**src/rtl/implication_sequencer.sv**
```systemverilog
// Sequencer for antecedent/consequent stimulus pairs feeding implication-property checkers.
// Outputs are registered copies of the next-state decode, so nothing passes combinationally from inputs to outputs.
module implication_sequencer #(
    parameter int DELAY_W = 4,
    parameter int COUNT_W = 8
) (
    input  logic               clk,
    input  logic               rst_n,
    input  logic               start,
    input  logic               abort,
    input  logic [DELAY_W-1:0] delay,
    input  logic [COUNT_W-1:0] num_pairs,
    input  logic               drop_consequent,
    output logic               antecedent,
    output logic               consequent,
    output logic               busy,
    output logic               done,
    output logic [COUNT_W-1:0] pairs_sent
);

    typedef enum logic [2:0] {
        S_IDLE = 3'd0,
        S_ANTE = 3'd1,
        S_WAIT = 3'd2,
        S_CONS = 3'd3,
        S_GAP  = 3'd4
    } state_t;

    state_t             state_q, state_d;
    logic [DELAY_W-1:0] delay_q, delay_d;
    logic [DELAY_W-1:0] wait_q, wait_d;
    logic [COUNT_W-1:0] count_q, count_d;
    logic [COUNT_W-1:0] pairs_q, pairs_d;
    logic               drop_q, drop_d;
    logic               ante_q, ante_d;
    logic               cons_q, cons_d;
    logic               busy_q, busy_d;
    logic               done_q, done_d;

    // Next-state, latched-field and output decode.
    always_comb begin
        state_d = state_q;
        delay_d = delay_q;
        wait_d  = wait_q;
        count_d = count_q;
        pairs_d = pairs_q;
        drop_d  = drop_q;
        done_d  = 1'b0;
        case (state_q)
            S_IDLE: begin
                if (start) begin
                    pairs_d = {COUNT_W{1'b0}};
                    if (num_pairs != {COUNT_W{1'b0}}) begin
                        delay_d = delay;
                        count_d = num_pairs;
                        drop_d  = drop_consequent;
                        state_d = S_ANTE;
                    end else begin
                        done_d = 1'b1;
                    end
                end else begin
                    state_d = S_IDLE;
                end
            end
            S_ANTE: begin
                if (abort) begin
                    state_d = S_IDLE;
                end else if (delay_q == {DELAY_W{1'b0}}) begin
                    pairs_d = pairs_q + COUNT_W'(1);
                    state_d = S_GAP;
                end else if (delay_q == DELAY_W'(1)) begin
                    state_d = S_CONS;
                end else begin
                    wait_d  = delay_q - DELAY_W'(2);
                    state_d = S_WAIT;
                end
            end
            S_WAIT: begin
                if (abort) begin
                    state_d = S_IDLE;
                end else if (wait_q == {DELAY_W{1'b0}}) begin
                    state_d = S_CONS;
                end else begin
                    wait_d = wait_q - DELAY_W'(1);
                end
            end
            S_CONS: begin
                if (abort) begin
                    state_d = S_IDLE;
                end else begin
                    pairs_d = pairs_q + COUNT_W'(1);
                    state_d = S_GAP;
                end
            end
            S_GAP: begin
                if (abort) begin
                    state_d = S_IDLE;
                end else if (pairs_q == count_q) begin
                    done_d  = 1'b1;
                    state_d = S_IDLE;
                end else begin
                    state_d = S_ANTE;
                end
            end
            default: begin
                state_d = S_IDLE;
            end
        endcase
        // Delay 0 overlaps the consequent with the antecedent.
        ante_d = (state_d == S_ANTE);
        cons_d = !drop_d && (((state_d == S_ANTE) && (delay_d == {DELAY_W{1'b0}})) ||
                             (state_d == S_CONS));
        busy_d = (state_d != S_IDLE);
    end

    // State, latched fields and registered outputs.
    always_ff @(posedge clk or negedge rst_n) begin
        if (!rst_n) begin
            state_q <= S_IDLE;
            delay_q <= {DELAY_W{1'b0}};
            wait_q  <= {DELAY_W{1'b0}};
            count_q <= {COUNT_W{1'b0}};
            pairs_q <= {COUNT_W{1'b0}};
            drop_q  <= 1'b0;
            ante_q  <= 1'b0;
            cons_q  <= 1'b0;
            busy_q  <= 1'b0;
            done_q  <= 1'b0;
        end else begin
            state_q <= state_d;
            delay_q <= delay_d;
            wait_q  <= wait_d;
            count_q <= count_d;
            pairs_q <= pairs_d;
            drop_q  <= drop_d;
            ante_q  <= ante_d;
            cons_q  <= cons_d;
            busy_q  <= busy_d;
            done_q  <= done_d;
        end
    end

    assign antecedent = ante_q;
    assign consequent = cons_q;
    assign busy       = busy_q;
    assign done       = done_q;
    assign pairs_sent = pairs_q;

endmodule

```
**config.mk**
```make
export PLATFORM = sky130hd
export DESIGN_NAME = implication_sequencer
export DESIGN_NICKNAME = d
export VERILOG_FILES = /design/src/rtl/implication_sequencer.sv
export SDC_FILE = /design/constraint.sdc
export NUM_CORES = 1
export LEC_CHECK = 0
export CAP_MARGIN = 40
export CORE_ASPECT_RATIO = 0.6
export CORE_MARGIN = 2
export CORE_UTILIZATION = 55
export CTS_CLUSTER_DIAMETER = 200
export CTS_CLUSTER_SIZE = 10
export DETAILED_ROUTE_END_ITERATION = 8
export GPL_TIMING_DRIVEN = 0
export PLACE_DENSITY = 0.8
export SYNTH_ARGS = -nofsm -noshare
export SYNTH_HDL_FRONTEND = slang
export SYNTH_SLANG_ARGS = --single-unit
```
**constraint.sdc**
```tcl
create_clock -name clk -period 5.1 [get_ports clk]
set_input_delay 1.275 -clock clk [delete_from_list [all_inputs] [get_ports clk]]
set_output_delay 1.275 -clock clk [all_outputs]
set_load 0.01 [all_outputs]
```
**Yosys cells after proc, flatten, opt, wreduce, memory -nomap -nowiden**

Index checks and enable logic that the tools add are counted.

- Register bits after elaboration: 32

- Mux-type cells: 33
- Add/subtract/negate cells: 3
- Equality and inequality tests: 16
- Reductions and logical operators: 15

Operators with widths:

| cell | count |
|---|---|
| 2-to-1 mux 4 bit | 8 |
| 2-to-1 mux 8 bit | 4 |
| one-hot mux 8 bit (3 select lines) | 1 |
| 2-to-1 mux 3 bit | 7 |
| != test 2 bit, second input constant | 8 |
| one-hot mux 3 bit (5 select lines) | 1 |
| zero test 4 bit | 3 |
| 2-to-1 mux 1 bit | 10 |
| == test 3 x 2 -> 1 bit, second input constant | 3 |
| adder 8 x 1 -> 8 bit, second input constant | 1 |
| == test 8 bit | 1 |
| one-hot mux 4 bit (2 select lines) | 1 |
| nonzero test 8 bit | 1 |
| == test 3 x 1 -> 1 bit, second input constant | 2 |
| AND reduction 6 bit | 1 |
| nonzero test 3 bit | 2 |
| AND reduction 5 bit | 1 |
| == test 4 x 1 -> 1 bit, second input constant | 1 |
| subtractor 4 x 1 -> 4 bit, second input constant | 1 |
| subtractor 4 x 2 -> 4 bit, second input constant | 1 |
| == test 3 bit, second input constant | 1 |
| zero test 3 bit | 1 |
| AND reduction 3 bit | 1 |
| logical AND 1 bit | 2 |
| other kinds (4) | 4 |

**Longest topological paths before layout**

- Depth in word-level cells: 9
- Gate-level depth with buffers: 7
- Depth with buffers taken out: 7

**Worst setup path before layout**

No wires, ideal clock.

- Path kind: input port to flip-flop
- Start: input port start
- End: register cons_q (netlist: consequent)
- Setup slack: 2.416 ns
- Required time: 5.033 ns
- Setup time: 0.067 ns
- Cell stages on the path: 4
- Arrival: 2.617 ns
- Buffers on the path: 0
- Path through: or4b_4 a21oi_4 mux2_2 and4bb_2

RTL lines:

| element | line | RTL |
|---|---|---|
| start: declaration | 9 | `input logic start,` |
| 2-to-1 mux 1 bit | 51 | `if (start) begin` |
| 2-to-1 mux 1 bit | 49 | `case (state_q)` |
| net drop_d | 34 | `logic drop_q, drop_d;` |
| zero test 1 bit | 111 | `cons_d = !drop_d && (((state_d == S_ANTE) && (delay_d == {DELAY_W{1'b0}})) \|\|` |
| logical AND 1 bit | 111 |  |
| net cons_d | 36 | `logic cons_q, cons_d;` |
| end signal: assignment | 137 | `cons_q <= cons_d;` |
| end: declaration | 36 |  |

The timed path passes the listed nets, and every way through them passes these cells.
A chain may end at the register's enable or synchronous reset.

**Worst setup path in the final report**

- Start: input port num_pairs[5]
- End: register busy_q (netlist: busy)

- Longest elaborated chain between the ends: 5

Ends and longest elaborated chain:

| element | line | RTL |
|---|---|---|
| start: declaration | 12 | `input logic [COUNT_W-1:0] num_pairs,` |
| nonzero test 8 bit | 53 | `if (num_pairs != {COUNT_W{1'b0}}) begin` |
| 2-to-1 mux 3 bit | 53 |  |
| 2-to-1 mux 3 bit | 51 |  |
| one-hot mux 3 bit (5 select lines) | 49 |  |
| net state_d[0] | 29 | `state_t state_q, state_d;` |
| nonzero test 3 bit | 113 | `busy_d = (state_d != S_IDLE);` |
| net busy_d | 37 | `logic busy_q, busy_d;` |
| end signal: assignment | 138 | `busy_q <= busy_d;` |
| end: declaration | 37 |  |

The timed path passes the listed nets, and every way through them passes these cells.

==> summary.txt <==
Crit path max fanout -> 10
Yosys warns -> 0
Setup_tns -> 0 ns
Synth-to-Final Area Change -> 27.3%
Via count -> 1,330
R2r endpoint -> consequent
Clk sink count -> 32
Final period util -> 0.610
DP HPWL -> 2730 microns
Max-Cap Viols -> 0
R2R depth -> 4
Count leader, synth -> nand2_1
Drt drc -> 0
Ys flop type -> dfrtp_1
EDFF count, synth -> 0
Setup CP Type -> in -> reg
Vias in the first global route -> 1,220
Slew @ Worst Pin -> 0.698 ns
Post-DRT Antenna Nets -> 0
Die Width -> 73.3 microns
WL per Instance -> 15.5 microns
Area of the multi-input gates -> 752 sq um
Layout Nets -> 220
Final Max Tran Viols -> 0
Critical Path Sink Type -> register
WL final -> 3640 microns
Post-CTS Setup Bufs -> 0
Gr usage total -> 0.244
Outcome -> completed
Hold-critical path depth -> 1
Syn Inst Count -> 163
Final Power -> 0.00102 W
I/O Pins -> 29
Area contributors post-synth -> dfrtp_1 51%, nand2_1 8.5%, xnor2_1 5.0%
Critical Path RT -> 5.25 ns
TritonCTS Buffers -> 5
PwrDens -> 506 nW/um^2
PortBufs -> 28
Flop2flop setup slack -> 3.00 ns
Hold Crit Start -> drop_q
Leakage Power -> 0.897 nW
Layout cells sized above 1 -> 0.0746
Site Rows -> 15
Mapped cell area -> 1580 sq um
WHS Endpoint -> drop_q
Util after Layout -> 0.721
Initial core utilization -> 0.566
Largest net degree at the start of global routing -> 21
Filler instances -> 193
CTS Root Cell -> clkbuf_8
#FFs+latches synth -> 32
Initial antenna violation count -> 0
Gpl congestion -> 0.847
Min Tclk post-route -> 3.11 ns
Ant diodes -> 0
Asr flop ratio synth -> 1.00
Max_slew headroom -> 0.531
CTS resizes -> 0
Cell taking the most area after synthesis -> dfrtp_1
Largest buffer count on any clock path -> 2
RSZ-0062 raised after global routing -> false
Hold WC Path Type -> reg -> reg
Sequential Area -> 801 sq um
Via density -> 5.66
Mean Syn Cell Area -> 9.72 sq um
Core area -> 2800 sq um
Hold buffers post-CTS -> 0
Achievable Freq -> 0.321 GHz
Total global routing overflow -> 0
Final Setup Violations -> 0
Type of origin of the critical path -> input pin
H-tree depth -> 2
First-pass GRT wire length -> 5800 microns
Synth unique cells -> 35
Syn_nets -> 183
Peak supply drop -> 252 uV
Hold Fails Final Rpt -> 0
Clock latency on the worst-skew pair -> 0.28 ns
Die Area -> 3340 sq um
DRT iter0 DRCs -> 160
Seq/Total Area, Yosys -> 0.506
Top cells by count, synth -> 36 x nand2_1, 32 x dfrtp_1, 13 x nor2_1
Worst hold slack -> 0.495 ns
CTS tree -> done
Vert. Die Dim -> 45.6 microns
Crit path arrival time -> 3.26 ns
Clock transition at path regs -> 0.06 ns
First drt pass iteration count -> 4
Layout Skew -> 0.00322 ns
Synth top area share -> 0.506
Reg2reg start -> state_q[0]
==> cell usage in the layout, fill, tap and decap left out, drive strengths merged, types with 4 or more instances in the layout <==
cell type,instances
nor3,5
nand2,36
o21ai,10
clkdlybuf4s50,28
inv,5
clkbuf,9
xnor2,9
nand4,6
nor2,13
nor2b,4
xor2,6
dfrtp,32
nor4,4
==> worst max-delay path by stage <==
stage | slack [ns] | start | to
2_1_floorplan | 2.42 | start | consequent
3_3_place_gp | 1.72 | num_pairs[1] | busy
3_5_place_dp | 1.74 | num_pairs[5] | busy
4_1_cts | 2.02 | num_pairs[5] | busy
5_1_grt | 1.91 | num_pairs[5] | busy
6_report | 1.99 | num_pairs[5] | busy
==> layer usage <==
metal | vias to the layer above | global-route usage | routed length (microns) | share of wire
met1 | 631 | 0.356 | 1820 | 0.50
met4 | 0 | 0.0741 | 37 | 0.010
li1 | 640 | - | - | -
met5 | - | 0 | 0 | 0
met3 | 6 | 0.0907 | 245 | 0.067
met2 | 53 | 0.337 | 1530 | 0.42
==> state kept, by name, indices dropped and copies added (netlist names) <==
| name | count |
|---|---|
| antecedent | 1 |
| busy | 1 |
| consequent | 1 |
| count_q | 8 |
| delay_q | 4 |
| done | 1 |
| drop_q | 1 |
| pairs_sent | 8 |
| state_q | 3 |
| wait_q | 4 |
==> power breakdown <==
part	total, W	switching, W	internal (W)
combinational	0.000397	0.000208	0.000189
sequential	0.000428	0.0000864	0.000342
clock	0.000196	0.0000858	0.000110
==> logic make-up (layout without fill, tap and decap cells) <==
| kind of cell | after synthesis | in the layout | share of synthesized area |
|---|---|---|---|
| compound gates | 22 | 22 | 0.0948 |
| xor+xnor | 15 | 15 | 0.0829 |
| fa+ha+maj | 3 | 3 | 0.0237 |
| buf+inv | 8 | 46 | 0.0197 |
| flops | 32 | 32 | 0.506 |
| mux | 5 | 5 | 0.0340 |
| simple gates | 78 | 78 | 0.239 |
==> cell type report <==
cell class / instances / area share
sequential: 32 / 0.397
multi-input combinational: 123 / 0.373
timing repair buffer: 30 / 0.149
clock buffer: 8 / 0.0447
buffer: 2 / 0.00434
inverter: 6 / 0.0112
tap: 34 / 0.0211
==> worst max-delay path, stage by stage <==
cell	delay, ns
clkdlybuf4s50_1	0.42
nor4_1	0.64
a21oi_4	0.21
a21oi_1	0.17
o21ai_0	0.17
or3_1	0.37
==> per-stage QoR <==
stage               instances  setup slack, ns  instance area (sq um)
floorplan                 163             2.42                   1580
global placement          225             1.72                   1910
detailed placement        227             1.74                   1930
CTS                       235             2.02                   2020
global route              235             1.91                   2020
finish                    235             1.99                   2020
No activity file was read; power rests on OpenSTA's default activity.
